==> src/rtl/alu_pkg.sv <==
// Shared unit select codes and sequencer FSM state encoding for the ALU
// controller slice.
package alu_pkg;

  localparam logic [1:0] UNIT_ARITH = 2'b00;
  localparam logic [1:0] UNIT_LOGIC = 2'b01;
  localparam logic [1:0] UNIT_CMP   = 2'b10;
  localparam logic [1:0] UNIT_SHIFT = 2'b11;

  typedef enum logic [1:0] {
    IDLE  = 2'b00,
    ISSUE = 2'b01,
    WAIT  = 2'b10,
    RESP  = 2'b11
  } state_t;

endpackage

==> src/rtl/alu_func_decode.sv <==
// Combinational unit decode: unit code to one-hot enable {SHIFT,CMP,Logic,Arith},
// plus a mux that selects that unit's {OUT, Flag} pair.
module alu_func_decode
  import alu_pkg::*;
#(
  parameter int Width = 16
) (
  input  logic [1:0]       i_unit,
  input  logic [Width-1:0] i_arith_out,
  input  logic [Width-1:0] i_logic_out,
  input  logic [Width-1:0] i_cmp_out,
  input  logic [Width-1:0] i_shift_out,
  input  logic             i_arith_flag,
  input  logic             i_logic_flag,
  input  logic             i_cmp_flag,
  input  logic             i_shift_flag,
  output logic [3:0]       o_enable,
  output logic [Width-1:0] o_out,
  output logic             o_flag
);

  always_comb begin
    o_enable = 4'b0000;
    o_out    = '0;
    o_flag   = 1'b0;
    case (i_unit)
      UNIT_ARITH: begin o_enable = 4'b0001; o_out = i_arith_out; o_flag = i_arith_flag; end
      UNIT_LOGIC: begin o_enable = 4'b0010; o_out = i_logic_out; o_flag = i_logic_flag; end
      UNIT_CMP:   begin o_enable = 4'b0100; o_out = i_cmp_out;   o_flag = i_cmp_flag;   end
      UNIT_SHIFT: begin o_enable = 4'b1000; o_out = i_shift_out; o_flag = i_shift_flag; end
      default:    begin o_enable = 4'b0000; o_out = '0;          o_flag = 1'b0;         end
    endcase
  end

endmodule

==> src/rtl/alu_op_sequencer.sv <==
// Command-to-ALU-unit sequencer: accept, issue one enable pulse, wait for the
// selected unit's flag (or time out), then hold the response until taken.
module alu_op_sequencer
  import alu_pkg::*;
#(
  parameter int Width   = 16,
  parameter int TIMEOUT = 4
) (
  input  logic             CLK,
  input  logic             RST,
  input  logic             cmd_valid,
  output logic             cmd_ready,
  input  logic [Width-1:0] cmd_a,
  input  logic [Width-1:0] cmd_b,
  input  logic [3:0]       cmd_func,
  output logic [Width-1:0] A,
  output logic [Width-1:0] B,
  output logic [1:0]       ALU_FUNC,
  output logic             Arith_Enable,
  output logic             Logic_Enable,
  output logic             CMP_Enable,
  output logic             SHIFT_Enable,
  input  logic [Width-1:0] Arith_OUT,
  input  logic [Width-1:0] Logic_OUT,
  input  logic [Width-1:0] CMP_OUT,
  input  logic [Width-1:0] SHIFT_OUT,
  input  logic             Arith_Flag,
  input  logic             Logic_Flag,
  input  logic             CMP_Flag,
  input  logic             SHIFT_Flag,
  output logic             rsp_valid,
  input  logic             rsp_ready,
  output logic [Width-1:0] rsp_data,
  output logic             rsp_err
);

  localparam int CntW = $clog2(TIMEOUT + 1);
  localparam logic [CntW-1:0] CNT_LIM = CntW'(TIMEOUT);

  state_t           r_state;
  logic             r_cmd_ready;
  logic [Width-1:0] r_a;
  logic [Width-1:0] r_b;
  logic [1:0]       r_func;
  logic [1:0]       r_unit;
  logic [3:0]       r_enable;
  logic [CntW-1:0]  r_cnt;
  logic             r_rsp_valid;
  logic [Width-1:0] r_rsp_data;
  logic             r_rsp_err;

  logic [1:0]       w_unit;
  logic [3:0]       w_enable;
  logic [Width-1:0] w_out;
  logic             w_flag;
  logic [CntW-1:0]  w_cnt_nxt;

  // Enables are decoded from the incoming command; flags from the latched one.
  assign w_unit    = (r_state == IDLE) ? cmd_func[3:2] : r_unit;
  assign w_cnt_nxt = (r_cnt == CNT_LIM) ? r_cnt : r_cnt + 1'b1;

  alu_func_decode #(.Width(Width)) u_decode (
    .i_unit       (w_unit),
    .i_arith_out  (Arith_OUT),
    .i_logic_out  (Logic_OUT),
    .i_cmp_out    (CMP_OUT),
    .i_shift_out  (SHIFT_OUT),
    .i_arith_flag (Arith_Flag),
    .i_logic_flag (Logic_Flag),
    .i_cmp_flag   (CMP_Flag),
    .i_shift_flag (SHIFT_Flag),
    .o_enable     (w_enable),
    .o_out        (w_out),
    .o_flag       (w_flag)
  );

  always_ff @(posedge CLK or posedge RST) begin
    if (RST) begin
      r_state     <= IDLE;
      r_cmd_ready <= 1'b0;
      r_a         <= '0;
      r_b         <= '0;
      r_func      <= 2'b00;
      r_unit      <= 2'b00;
      r_enable    <= 4'b0000;
      r_cnt       <= '0;
      r_rsp_valid <= 1'b0;
      r_rsp_data  <= '0;
      r_rsp_err   <= 1'b0;
    end else begin
      case (r_state)
        IDLE: begin
          if (!r_cmd_ready) begin
            r_cmd_ready <= 1'b1;
          end else if (cmd_valid) begin
            r_a         <= cmd_a;
            r_b         <= cmd_b;
            r_func      <= cmd_func[1:0];
            r_unit      <= cmd_func[3:2];
            r_enable    <= w_enable;
            r_cmd_ready <= 1'b0;
            r_state     <= ISSUE;
          end
        end
        ISSUE: begin
          r_enable <= 4'b0000;
          r_state  <= WAIT;
        end
        WAIT: begin
          if (w_flag) begin
            r_rsp_data  <= w_out;
            r_rsp_err   <= 1'b0;
            r_rsp_valid <= 1'b1;
            r_state     <= RESP;
          end else begin
            r_cnt <= w_cnt_nxt;
            if (w_cnt_nxt == CNT_LIM) begin
              r_rsp_data  <= '0;
              r_rsp_err   <= 1'b1;
              r_rsp_valid <= 1'b1;
              r_state     <= RESP;
            end
          end
        end
        RESP: begin
          if (rsp_ready) begin
            r_rsp_valid <= 1'b0;
            r_cnt       <= '0;
            r_cmd_ready <= 1'b1;
            r_state     <= IDLE;
          end
        end
        default: r_state <= IDLE;
      endcase
    end
  end

  assign cmd_ready    = r_cmd_ready;
  assign A            = r_a;
  assign B            = r_b;
  assign ALU_FUNC     = r_func;
  assign Arith_Enable = r_enable[0];
  assign Logic_Enable = r_enable[1];
  assign CMP_Enable   = r_enable[2];
  assign SHIFT_Enable = r_enable[3];
  assign rsp_valid    = r_rsp_valid;
  assign rsp_data     = r_rsp_data;
  assign rsp_err      = r_rsp_err;

endmodule

==> config.mk <==
export PLATFORM = sky130hd
export DESIGN_NAME = alu_op_sequencer
export DESIGN_NICKNAME = d
export VERILOG_FILES = /design/src/rtl/alu_pkg.sv /design/src/rtl/alu_func_decode.sv /design/src/rtl/alu_op_sequencer.sv
export SDC_FILE = /design/constraint.sdc
export NUM_CORES = 1
export LEC_CHECK = 0
export CAP_MARGIN = 5
export CELL_PAD_IN_SITES_DETAIL_PLACEMENT = 1
export CELL_PAD_IN_SITES_GLOBAL_PLACEMENT = 1
export CORE_AREA = 2 2 151 94
export DETAILED_ROUTE_END_ITERATION = 10
export DIE_AREA = 0 0 153 96
export PLACE_DENSITY = 0.71
export RECOVER_POWER = 50
export SYNTH_ARGS = -nofsm -noshare
export SYNTH_HDL_FRONTEND = slang
export SYNTH_SLANG_ARGS = --single-unit
==> constraint.sdc <==
create_clock -name CLK -period 2.14 [get_ports CLK]
set_clock_uncertainty 0.05 [all_clocks]
set_input_delay 0.214 -clock CLK [delete_from_list [all_inputs] [get_ports CLK]]
set_output_delay 0.214 -clock CLK [all_outputs]
set_load 0.05 [all_outputs]
==> impl_results.md <==
* Slew @ Worst Pin at between 600 and 700 ps
* TritonCTS buffer count at 9
* PortBufs at 164
* Critical path capture point type: flip-flop
* Number of synthesized flops with an enable pin at 0
* Max-slew headroom at 0.5496
* Cell Area, Synth at 0.003253 sq mm
* Placed Area at approximately 0.0053 sq mm
* Peak supply drop at between 600 and 700 uV
* Post-synthesis async set-or-reset flop share at 1.000
* H-tree Lvls at 3
* DR vias/cell at ~4.4
* LEAKAGE at 2.346 nW
* Reg2Reg Depth at 7
* DRT Pass-1 Iters at 3
* Fin crit share at 0.9671
* Multi-input gate area at around 0.0015 sq mm
* DP Wirelength at a little over 8000 um
* Synth Flop Type: dfrtp_1
* Maximum clock rate at 483.2 MHz
* Int Power at roughly 5.3 mW
* Maximum fanout along the worst path at 8
* Tot Pwr at roughly 9.6 mW
* # rows at 33
* Worst reg2reg startpoint: r_state[1]
* Outcome: finished, final reports clean
* Fin worst setup slack at between 70 and 80 ps
* Ant. Diodes at 0
* First-pass GRT wire length at approximately 17,000 um
* Clock power share at 0.164
* Setup TNS at 0 ps
* Worst path max stage delay at between 400 and 500 ps
* Max-slew violation count at 0
* Cell area power density at about 1700 mW/mm^2
* Worst-path cell chain: inv_2 -> ha_4 -> or3b_4 -> a21oi_4 -> a311oi_2 -> or2_1 -> a221o_1
* DRC Markers at 0
* Worst Hold Class: in2async
* Crit path time final at between 2000 and 2500 ps
* Total clock sinks at 64
* Sw Pwr at approximately 4.3 mW
* Reg2reg setup slack at 70 ps
* Warnings from Yosys at 0
* CP Launch Type: flip-flop
* Switching Share at 0.4451
* DR WL/cell at roughly 16 um
* Seq cells post-synth at between 60 and 70
* Layout net count at ~560
* Gpl congestion at between 0.7 and 0.8
* Most frequent cells in the layout: 137 x clkdlybuf4s50_1, 63 x dfrtp_1, 34 x mux2_2, 27 x dlygate4sd3_1, 24 x inv_1
* Clock Tree Root: clkbuf_16
* Max-cap viol count at 0
* Synth Area per Inst at ~13 sq um
* Synthesized instance count at roughly 260
* RSZ-0062 raised after global routing: true
* Hold slack at 379.0 ps
* Post-DRT Antenna Nets at 0
* Max clock buf depth at 2
* Largest net degree at the start of global routing at 39
* Post-Route WL at roughly 10,000 um
* Util after Layout at 0.4235
* WS Path Type: reg2reg
* Max stage delay cell, worst path: or3b_4
* Initial core utilization at 0.2439
* Post-synth net total at 370
* Initial DRC count at 69
* Synth cell types at 49
* Chip Height at ~96 um
* Logic pwr share at 0.610
* GRT overflow at 0
* Initial antenna violation count at 0
* Vias in the first global route at 3,130
* Final Hold Viols at 0
* Post-placement cell count at 605
* Area growth syn-to-layout at 73.62%
* Layout Cells excl Fill at roughly 620
* Clock Latency Late Sink at 340 ps
* FILL cells at 1,427
* Register area at 0.001603 sq mm
* Tot GR Track Use at 0.1493
* Top-Level Pins at around 170
* Worst EP required at ~2300 ps
* Die area at between 0.01 and 0.015 sq mm
* CTS tree: built
* Core Footprint at ~0.013 sq mm
* Fin area at 0.005648 sq mm
* Commonest non-fill, non-tap cell in the layout: clkdlybuf4s50_1
* Setup WS pre-CTS at -103.9 ps
* Reg-to-reg endpoint: r_cnt[0]
* Seq/Total Area, Yosys at 0.4923
* Sequential share of power at 0.226
* Clk slew on worst S/H paths at about 50 ps
* Via count at ~2.8k
* Worst Path Arrival at between 2000 and 2500 ps
* Die W at 153 um
* # setup viols final at 0
* Fraction of layout cells with a size suffix above 1 at 0.2539
sequential cells by signal (all words and copies together), names as in the netlist:
name,count
r_state,2
cmd_ready,1
rsp_err,1
r_unit,2
ALU_FUNC,2
r_enable,4
rsp_data,16
A,16
B,16
rsp_valid,1
r_cnt,3
what timing repair did:
action / 4_1_cts / 5_1_grt
setup buffers: 0 / 3
hold buffers: 0 / 0
resized for setup: 1 / 8
pin swaps: 0 / 6
setup endpoints to repair: 7 / 19
power by group through the flow:
stage | Sequential, mW | Combinational [mW] | Clock (mW)
detailed placement | 2.21 | 5.88 | 0
global route | 2.25 | 6.23 | 1.70
floorplan | 3.98 | 2.04 | 0
CTS | 2.20 | 5.92 | 1.62
finish | 2.17 | 5.86 | 1.57
global placement | 2.16 | 5.77 | 0
worst max-delay path, delay by kind of cell (launching register included):
family | cells | cell delay (ps)
buffers and inverters | 1 | 90
adders and majority gates | 1 | 200
AOI/OAI and AO/OA | 3 | 550
DFF | 1 | 390
and+or+nand+nor | 2 | 680
Yosys cell counts, drive strengths merged, types with 3 or more instances:
library cell | number | share of area
ha | 6 | 0.023
buf | 11 | 0.026
nor2 | 3 | 0.0035
inv | 26 | 0.030
nor2b | 3 | 0.0058
a22oi | 3 | 0.0069
dfrtp | 64 | 0.49
nand2 | 21 | 0.024
o21ai | 24 | 0.037
mux2i | 3 | 0.014
nand3 | 5 | 0.0077
mux4 | 16 | 0.11
mux2 | 35 | 0.12
nand2b | 3 | 0.0058
cells by family (layout without fill, tap and decap cells):
logic type | count (synthesis) | count (layout) | share of synthesized area
DFF | 64 | 64 | 0.4923
muxes | 54 | 54 | 0.2473
and+or+nand+nor | 47 | 47 | 0.07308
AOI/OAI and AO/OA | 46 | 46 | 0.1062
buffers and inverters | 39 | 232 | 0.05808
adders and majority gates | 6 | 6 | 0.02308
final cells by class:
class	instances	share of cell area
well taps	175	0.03877
clock buffers	11	0.04298
repair buffers	190	0.3356
clock inverters	5	0.01418
flip-flops and latches	64	0.2838
inverters	26	0.01728
multi-input cells	153	0.2674
how the worst max path moves through the flow:
stage | start | end | slack, ps | cells after the start
6_report | r_state[1] | r_cnt[0] | 70 | 7
5_1_grt | r_state[0] | r_cnt[0] | -9 | 7
4_1_cts | r_state[1] | rsp_data[13] | 1 | 9
3_5_place_dp | CMP_Flag | rsp_data[13] | -100 | 8
3_3_place_gp | CMP_Flag | r_state[1] | -50 | 6
2_1_floorplan | r_state[1] | rsp_data[0] | -40 | 8
layer usage:
metal | vias to the layer above | share of wire | track usage
met5 | - | 0 | 0
met4 | 0 | 0.0067 | 0.03164
met3 | 8 | 0.076 | 0.06303
met2 | 114 | 0.46 | 0.2522
met1 | 1356 | 0.45 | 0.1808
li1 | 1298 | - | -
(Power assumes the default switching activity.)
